### src/rtl/onehot_arb_pkg.sv
// Shared types and helpers for the one-hot round-robin arbiter.
// Holds the state encoding, the requester count and the rotate/find-first pick function.
package onehot_arb_pkg;

    typedef enum logic {
        IDLE  = 1'b0,
        GRANT = 1'b1
    } arb_state_t;

    localparam int ARB_N  = 16;
    localparam int ARB_IW = $clog2(ARB_N);

    // Rotate so ptr lands at bit 0, isolate the lowest set bit, rotate back.
    function automatic logic [ARB_N-1:0] rr_pick(
        input logic [ARB_N-1:0]  req,
        input logic [ARB_IW-1:0] ptr
    );
        logic [2*ARB_N-1:0] dbl;
        logic [2*ARB_N-1:0] back;
        logic [ARB_N-1:0]   rot;
        logic [ARB_N-1:0]   first;
        dbl   = {req, req} >> ptr;
        rot   = dbl[ARB_N-1:0];
        first = rot & (~rot + 1'b1);
        back  = {first, first} << ptr;
        return back[2*ARB_N-1:ARB_N];
    endfunction

endpackage

### src/rtl/rr_pick_comb.sv
// Combinational round-robin pick: first set request at or after i_ptr, wrapping.
// Zero latency; no flow control, o_any qualifies the one-hot and index outputs.
// Backpressure: none, purely combinational.
module rr_pick_comb
    import onehot_arb_pkg::*;
(
    input  logic [ARB_N-1:0]  i_req,
    input  logic [ARB_IW-1:0] i_ptr,
    output logic [ARB_N-1:0]  o_grant,
    output logic [ARB_IW-1:0] o_idx,
    output logic              o_any
);

    logic [ARB_N-1:0] w_grant;

    assign w_grant = rr_pick(i_req, i_ptr);
    assign o_grant = w_grant;
    assign o_any   = |i_req;

    always_comb begin
        o_idx = '0;
        for (int i = 0; i < ARB_N; i++) begin
            if (w_grant[i]) begin
                o_idx = ARB_IW'(i);
            end
        end
    end

endmodule

### src/rtl/onehot_rr_arbiter.sv
// Round-robin arbiter with a registered one-hot grant held until ack or timeout.
// Latency: one cycle from request to grant; back-to-back regrant on release, no bubble.
// Backpressure: grant holds until grant_ack; TIMEOUT>0 revokes a stalled holder with timeout_err.
module onehot_rr_arbiter
    import onehot_arb_pkg::*;
#(
    parameter int N       = ARB_N,
    parameter int TIMEOUT = 255
) (
    input  logic         clk,
    input  logic         rst_n,
    input  logic [N-1:0] req,
    input  logic         grant_ack,
    output logic [N-1:0] grant_onehot,
    output logic         grant_valid,
    output logic         timeout_err
);

    localparam int CW = (TIMEOUT > 0) ? $clog2(TIMEOUT + 1) : 1;
    localparam int IW = $clog2(N);
    localparam logic [CW-1:0] TO_LAST = CW'((TIMEOUT > 0) ? TIMEOUT - 1 : 0);

    arb_state_t    r_state, w_state_nxt;
    logic [N-1:0]  r_grant, w_grant_nxt;
    logic [IW-1:0] r_idx, w_idx_nxt;
    logic [IW-1:0] r_ptr, w_ptr_nxt;
    logic [CW-1:0] r_cnt, w_cnt_nxt;
    logic          r_terr;

    logic          w_timeout;
    logic          w_release;
    logic [IW-1:0] w_ptr_inc;
    logic [N-1:0]  w_mask_req;
    logic [IW-1:0] w_pick_ptr;
    logic [N-1:0]  w_pick_oh;
    logic [IW-1:0] w_pick_idx;
    logic          w_pick_any;

    // Ack wins over a coinciding timeout, so the timeout only fires without ack.
    assign w_timeout  = (TIMEOUT > 0) && (r_state == GRANT) && !grant_ack && (r_cnt == TO_LAST);
    assign w_release  = (r_state == GRANT) && (grant_ack || w_timeout);
    assign w_ptr_inc  = (r_idx == IW'(N - 1)) ? '0 : r_idx + 1'b1;
    // The releasing holder sits out the release cycle only.
    assign w_mask_req = w_release ? (req & ~r_grant) : req;
    assign w_pick_ptr = w_release ? w_ptr_inc : r_ptr;

    rr_pick_comb u_pick (
        .i_req   (w_mask_req),
        .i_ptr   (w_pick_ptr),
        .o_grant (w_pick_oh),
        .o_idx   (w_pick_idx),
        .o_any   (w_pick_any)
    );

    always_comb begin
        w_state_nxt = r_state;
        w_grant_nxt = r_grant;
        w_idx_nxt   = r_idx;
        w_ptr_nxt   = r_ptr;
        w_cnt_nxt   = r_cnt;
        if (r_state == IDLE) begin
            if (w_pick_any) begin
                w_state_nxt = GRANT;
                w_grant_nxt = w_pick_oh;
                w_idx_nxt   = w_pick_idx;
                w_cnt_nxt   = '0;
            end
        end else begin
            if (w_release) begin
                w_ptr_nxt = w_ptr_inc;
                if (w_pick_any) begin
                    w_grant_nxt = w_pick_oh;
                    w_idx_nxt   = w_pick_idx;
                    w_cnt_nxt   = '0;
                end else begin
                    w_state_nxt = IDLE;
                    w_grant_nxt = '0;
                end
            end else if (TIMEOUT > 0) begin
                w_cnt_nxt = r_cnt + 1'b1;
            end
        end
    end

    always_ff @(posedge clk or negedge rst_n) begin
        if (!rst_n) begin
            r_state <= IDLE;
            r_grant <= '0;
            r_idx   <= '0;
            r_ptr   <= '0;
            r_cnt   <= '0;
            r_terr  <= 1'b0;
        end else begin
            r_state <= w_state_nxt;
            r_grant <= w_grant_nxt;
            r_idx   <= w_idx_nxt;
            r_ptr   <= w_ptr_nxt;
            r_cnt   <= w_cnt_nxt;
            r_terr  <= w_timeout;
        end
    end

    assign grant_onehot = r_grant;
    assign grant_valid  = (r_state == GRANT);
    assign timeout_err  = r_terr;

endmodule

### config.mk
export PLATFORM = sky130hd
export DESIGN_NAME = onehot_rr_arbiter
export DESIGN_NICKNAME = d
export VERILOG_FILES = /design/src/rtl/onehot_arb_pkg.sv /design/src/rtl/rr_pick_comb.sv /design/src/rtl/onehot_rr_arbiter.sv
export SDC_FILE = /design/constraint.sdc
export NUM_CORES = 1
export LEC_CHECK = 0
export CAP_MARGIN = 10
export CORE_MARGIN = 10
export CORE_UTILIZATION = 56
export CTS_CLUSTER_DIAMETER = 30
export DETAILED_ROUTE_END_ITERATION = 12
export PLACE_DENSITY = 0.79
export SETUP_SLACK_MARGIN = 0.2
export SYNTH_ARGS = -nofsm -noshare
export SYNTH_HDL_FRONTEND = slang
export SYNTH_SLANG_ARGS = --single-unit
### constraint.sdc
create_clock -name clk -period 3.58 [get_ports clk]
set_input_delay 0.716 -clock clk [delete_from_list [all_inputs] [get_ports clk]]
set_output_delay 0.716 -clock clk [all_outputs]
set_load 0.05 [all_outputs]
==> summary.md, run 1 <==
| Metric | Value |
|---|---|
| H-tree depth | `2` |
| Total standard cell area after synthesis | `5740 um^2` |
| Error Message | `[ERROR GRT-0116] Global routing finished with congestion. Check the congestion regions in the DRC Viewer.` |
| Number of distinct standard cells referenced by the synthesized netlist | `89` |
| CTS buffer count | `5` |
| Number of warnings issued by yosys | `0` |
| Cell at the root of the clock tree | `clkbuf_8` |
| Horizontal die dimension | `121 um` |
| Post-Syn Area per Cell | `7.85 um^2` |
| Number of enable-type register cells in the synthesized netlist | `0` |
| Total of hold buffers inserted after clock tree synthesis | `0` |
| Flip-flop and latch count after synthesis | `34` |
| Fraction of the yosys area taken by sequential cells | `14.8%` |
| Top_reg_cell synth | `dfrtp_1` |
| Vias in the first global route | `11000` |
| Fail Step | `global routing (5_1_grt)` |
| Post-synthesis cell type with the largest combined area | `dfrtp_1` |
| Die height | `121 um` |
| IO Count | `37` |
| Initial Utilization | `58.2%` |
| HPWL Detailed | `22.5 mm` |
| Number of buffers on the longest clock path | `2` |
| Core Rows | `36` |
| Clock sinks | `34` |
| Routability cong. | `1.21` |
| First-pass GRT wire length | `69.6 mm` |
| Post-synthesis net count | `754` |
| Area contributors post-synth | `dfrtp_1 15%, mux2i_1 7.5%, mux4_2 7.1%` |
| Fraction of registers with async set or reset after synthesis | `100%` |
| Run status | `stopped before the end` |
| Global routing usage summed across all routing layers | `61.9%` |
| Final global-route overflow total | `1` |
| Count of buffers from port buffering | `36` |
| Portion of synthesized cell area occupied by the leading cell type | `14.8%` |
| Gate Count Post-Synth | `732` |
| Maximum number of pins on one net before global-route repair | `35` |
[what timing repair did]
action	4_1_cts
endpoints found under the setup margin	20
gates cloned	1
setup buffers	33
pin swaps	45
gates resized for setup	159
[Yosys cell counts (all sizes together) (4+ instances only)]
library cell,number
nor2,41
o22ai,11
mux2,9
a221oi,6
dfrtp,34
a211oi,8
or3b,5
a22oi,10
nand3b,5
nor3,26
a2111oi,7
o211a,6
a31oi,20
a211o,7
o2111ai,6
o21ai,57
or3,8
nor3b,13
and3,8
mux4,22
a31o,7
o211ai,25
and3b,5
a32oi,4
nand4,22
a22o,6
o31ai,11
mux2i,45
o31a,7
inv,13
clkbuf,17
o22a,4
and2,7
nand2,80
nor2b,17
nand3,24
buf,42
nor4,8
a21oi,32
[logic make-up after synthesis]
group,synth area share (%)
AOI/OAI and AO/OA,32.9
muxes,18.8
and+or+nand+nor,26.0
adders and majority gates,0.654
buffers and inverters,6.01
DFF,14.8
xor gates and xnor gates,0.784
[per-stage QoR]
stage                     utilization [%]  cells  instance area, um^2  setup slack [ps]
after floorplan                         -    732                 5890               119
after global placement               81.2   1086                 8010              -858
after detailed placement             81.2   1086                 8010              -982
after CTS                            90.7   1128                 8950              -256
[metal layers]
layer  overflow  track usage (%)
met1          0             62.4
met5          0             20.8
met4          0             53.6
met3          0             51.4
met2          1             76.6
==> run 2, diff against run 1 <==
--- a/config.mk
+++ b/config.mk
@@ -7,11 +7,9 @@
 export LEC_CHECK = 0
 export CAP_MARGIN = 10
 export CORE_MARGIN = 10
-export CORE_UTILIZATION = 56
-export CTS_CLUSTER_DIAMETER = 30
+export CORE_UTILIZATION = 40
 export DETAILED_ROUTE_END_ITERATION = 12
-export PLACE_DENSITY = 0.79
-export SETUP_SLACK_MARGIN = 0.2
+export PLACE_DENSITY_LB_ADDON = 0.15
 export SYNTH_ARGS = -nofsm -noshare
 export SYNTH_HDL_FRONTEND = slang
 export SYNTH_SLANG_ARGS = --single-unit
==> constraint.sdc (replaced) <==
create_clock -name clk -period 4.65 [get_ports clk]
set_input_delay 0.93 -clock clk [delete_from_list [all_inputs] [get_ports clk]]
set_output_delay 0.93 -clock clk [all_outputs]
set_load 0.05 [all_outputs]
==> run 2 against run 1 <==
The flow now finishes, with violations (negative setup slack). Synthesized cell count did not move. Area after synthesis is the same.
==> summary.md, run 2 <==
| Metric | Value |
|---|---|
| Count of buffers from port buffering | `36 (unchanged)` |
| Count of cells along the worst hold path | `1` |
| Core area | `14000 um^2` |
| RR Endpoint | `r_idx[3]$_DFFE_PN0P_` |
| TritonCTS clock tree | `built` |
| Worst Setup Path Type | `primary input to flop` |
| Via Count | `7320` |
| Required time of the critical path | `4870 ps` |
| Total count of hold-check failures in the final report | `0` |
| Horizontal die dimension | `140 um (+15%)` |
| Unrepaired setup endpoints after global routing | `false` |
| Number of nets with antenna violations after detailed routing | `0` |
| Gate Count Post-Synth | `732 (unchanged)` |
| Clk pin slew, worst setup/hold paths | `60 ps` |
| Cell at the root of the clock tree | `clkbuf_16` |
| Ratio of cells with drive above 1 in the final layout | `29.4%` |
| Core Rows | `43 (+19%)` |
| Worst hold path type | `flop to flop` |
| Category of the worst setup path launch point | `primary input` |
| Most numerous cell in the Yosys netlist | `nand2_1` |
| Critical-path maximum fanout | `7` |
| Routability cong. | `1.06 (-12%)` |
| Number of antenna violations at the first check in global routing | `0` |
| Global routing usage summed across all routing layers | `26.1%` |
| Worst slew margin relative to its limit | `45.2%` |
| Sum Neg Setup Slack | `-66.4 ps` |
| Layout Skew | `6.72 ps` |
| Reg-to-reg setup timing slack | `230 ps` |
| Flip-flop and latch count after synthesis | `34 (unchanged)` |
| DP Worst Slack | `-260 ps (+721 ps)` |
| Run status | `complete, but fails checks` |
| Final Hold Slack | `535 ps` |
| Die height | `140 um (+15%)` |
| Actual transition at the worst max-transition pin | `822 ps` |
| Launch instance of the worst min-delay path | `r_cnt[5]$_DFF_PN0_` |
| Final global-route overflow total | `0` |
| DIE AREA | `19600 um^2` |
| Share of the core filled with cells in the final layout | `54.8%` |
| Number of warnings issued by yosys | `0 (unchanged)` |
| Number of enable-type register cells in the synthesized netlist | `0 (unchanged)` |
| Post-synthesis net count | `754 (unchanged)` |
| Area contributors post-synth | `dfrtp_1 15%, mux2i_1 7.5%, mux4_2 7.1%` |
| Post-Syn Area per Cell | `7.85 um^2 (unchanged)` |
| Max Freq | `212 MHz` |
| Final Max Tran Viols | `0` |
| Synth top cells by count | `80 x nand2_1, 49 x o21ai_0, 43 x mux2i_1` |
| Most common cell after layout, fill and taps aside | `buf_4` |
| Detailed-route vias per instance | `6.81` |
| Crit. End Element | `flop` |
| Vias in the first global route | `6970` |
| Post-layout minimum cycle time | `4720 ps` |
| Fraction of the yosys area taken by sequential cells | `14.8% (unchanged)` |
| Number of failing setup endpoints in the final timing report | `1` |
| Commonest non-fill, non-tap cells in the layout | `173 x buf_4, 80 x nand2_1, 48 x o21ai_0` |
| Initial Utilization | `41.1% (-17 points)` |
| Hold EP | `r_cnt[5]$_DFF_PN0_` |
| Post-route setup slack | `-66.4 ps` |
| Maximum number of pins on one net before global-route repair | `35` |
| Total standard cell area after synthesis | `5740 um^2 (unchanged)` |
| Number of distinct standard cells referenced by the synthesized netlist | `89 (unchanged)` |
| Number of iterations in the first detailed-routing pass | `5` |
| Arrival time at the worst endpoint | `4930 ps` |
| Number of maximum-capacitance constraint violations | `0` |
| Part of the cycle the worst path needs | `101%` |
| Fraction of registers with async set or reset after synthesis | `100% (unchanged)` |
| Post-synthesis cell type with the largest combined area | `dfrtp_1` |
| HPWL Detailed | `21.9 mm (-2.8%)` |
| Number of remaining DRC errors | `0` |
| Insertion delay of the later-clocked pin in the worst-skew pair | `280 ps` |
| H-tree depth | `2 (unchanged)` |
| Flip-flop count of the largest register after layout | `16` |
| Number of buffers on the longest clock path | `2 (unchanged)` |
| First-pass GRT wire length | `41.1 mm` |
| Top_reg_cell synth | `dfrtp_1` |
| Portion of synthesized cell area occupied by the leading cell type | `14.8% (unchanged)` |
| CTS buffer count | `5 (unchanged)` |
| IO Count | `37 (unchanged)` |
| Number of inserted diodes | `0` |
| Path depth of the worst reg2reg path | `15` |
| Violated checks | `negative setup slack` |
| Final Routed Wirelength | `27.2 mm` |
| Worst flop-to-flop path startpoint | `r_idx[1]$_DFFE_PN0P_` |
| First DRT Iteration DRCs | `991` |
| Clock sinks | `34 (unchanged)` |
| Avg WL per Cell | `25.3 um` |
| Synthesis-to-layout area growth | `33.5%` |
| Net total in the final layout | `916` |
-- run 2: area by class of cell --
class / count / area (um^2)
inverter: 13 / 48.8
multi-input combinational: 626 / 4630
sequential: 34 / 851
tap: 180 / 225
fill: 1364 / 6320
clock buffer: 6 / 139
clock inverter: 2 / 12.5
timing repair buffer: 214 / 1760
-- run 2: logic make-up (layout without fill, tap and decap cells) --
kind of cell	after synthesis	count (layout)	synth area share [%]
multiplexers	76	76	18.8
adder cells (fa/ha/maj)	3	3	0.654
AND/OR/NAND/NOR	282	282	26.0
AO/OA/AOI/OAI	262	262	32.9
buffers and inverters	72	235	6.01
XOR/XNOR	3	3	0.784
flip-flops	34	34	14.8
-- run 2: worst max path at each step --
stage / startpoint / to / slack [ps] / cells past startpoint
floorplan: grant_valid$_DFF_PN0_ / r_idx[3]$_DFFE_PN0P_ / 830 / 14
global placement: grant_ack / r_idx[3]$_DFFE_PN0P_ / -270 / 16
detailed placement: req[11] / r_idx[3]$_DFFE_PN0P_ / -260 / 16
CTS: req[11] / r_idx[3]$_DFFE_PN0P_ / 30 / 16
global route: req[3] / r_idx[3]$_DFFE_PN0P_ / 0.6 / 16
finish: req[15] / r_idx[3]$_DFFE_PN0P_ / -70 / 16
-- run 2: worst max-delay path, cell delays in order --
cell and delay (ps):
clkdlybuf4s50_1 520, buf_4 210, nor2b_1 150, mux4_2 540
mux2i_1 270, o21ai_1 200, buf_4 200, nor3_1 310
nor2_1 140, o31ai_2 330, o21ai_0 210, o22ai_1 270
buf_4 190, nor3_1 40, o21ai_0 250, o32a_1 180
-- run 2: metrics by stage --
stage	cells	area [um^2]
floorplan	732	5740
global placement	1060	7370
detailed placement	1060	7370
CTS	1068	7530
global route	1075	7670
finish	1075	7670
-- run 2: metal layers --
layer	part of all wire, %	vias up	track usage, %
li1	-	3241	-
met1	41	3539	34.5
met2	45	458	40.3
met3	9.3	82	4.66
met4	4.7	0	11.6
met5	0	-	0
-- run 2: timing repair --
item                       4_1_cts  5_1_grt
hold buffers                     0        0
setup buffers                    0        7
setup endpoints to repair        0        9
gates resized for setup          0       17
Power of run 2 is not shown: default switching activity piles up to over one toggle a cycle in this logic, so the estimate is an artifact.
==> run 3, diff against run 2 <==
--- a/config.mk
+++ b/config.mk
@@ -8,6 +8,7 @@
 export CAP_MARGIN = 10
 export CORE_MARGIN = 10
 export CORE_UTILIZATION = 40
+export CTS_CLUSTER_SIZE = 20
 export DETAILED_ROUTE_END_ITERATION = 12
 export PLACE_DENSITY_LB_ADDON = 0.15
 export SYNTH_ARGS = -nofsm -noshare
==> results of run 3 <==
The final DEF is identical to that of run 2; final timing and power are the same.
Power of run 3 is left out for the same reason.
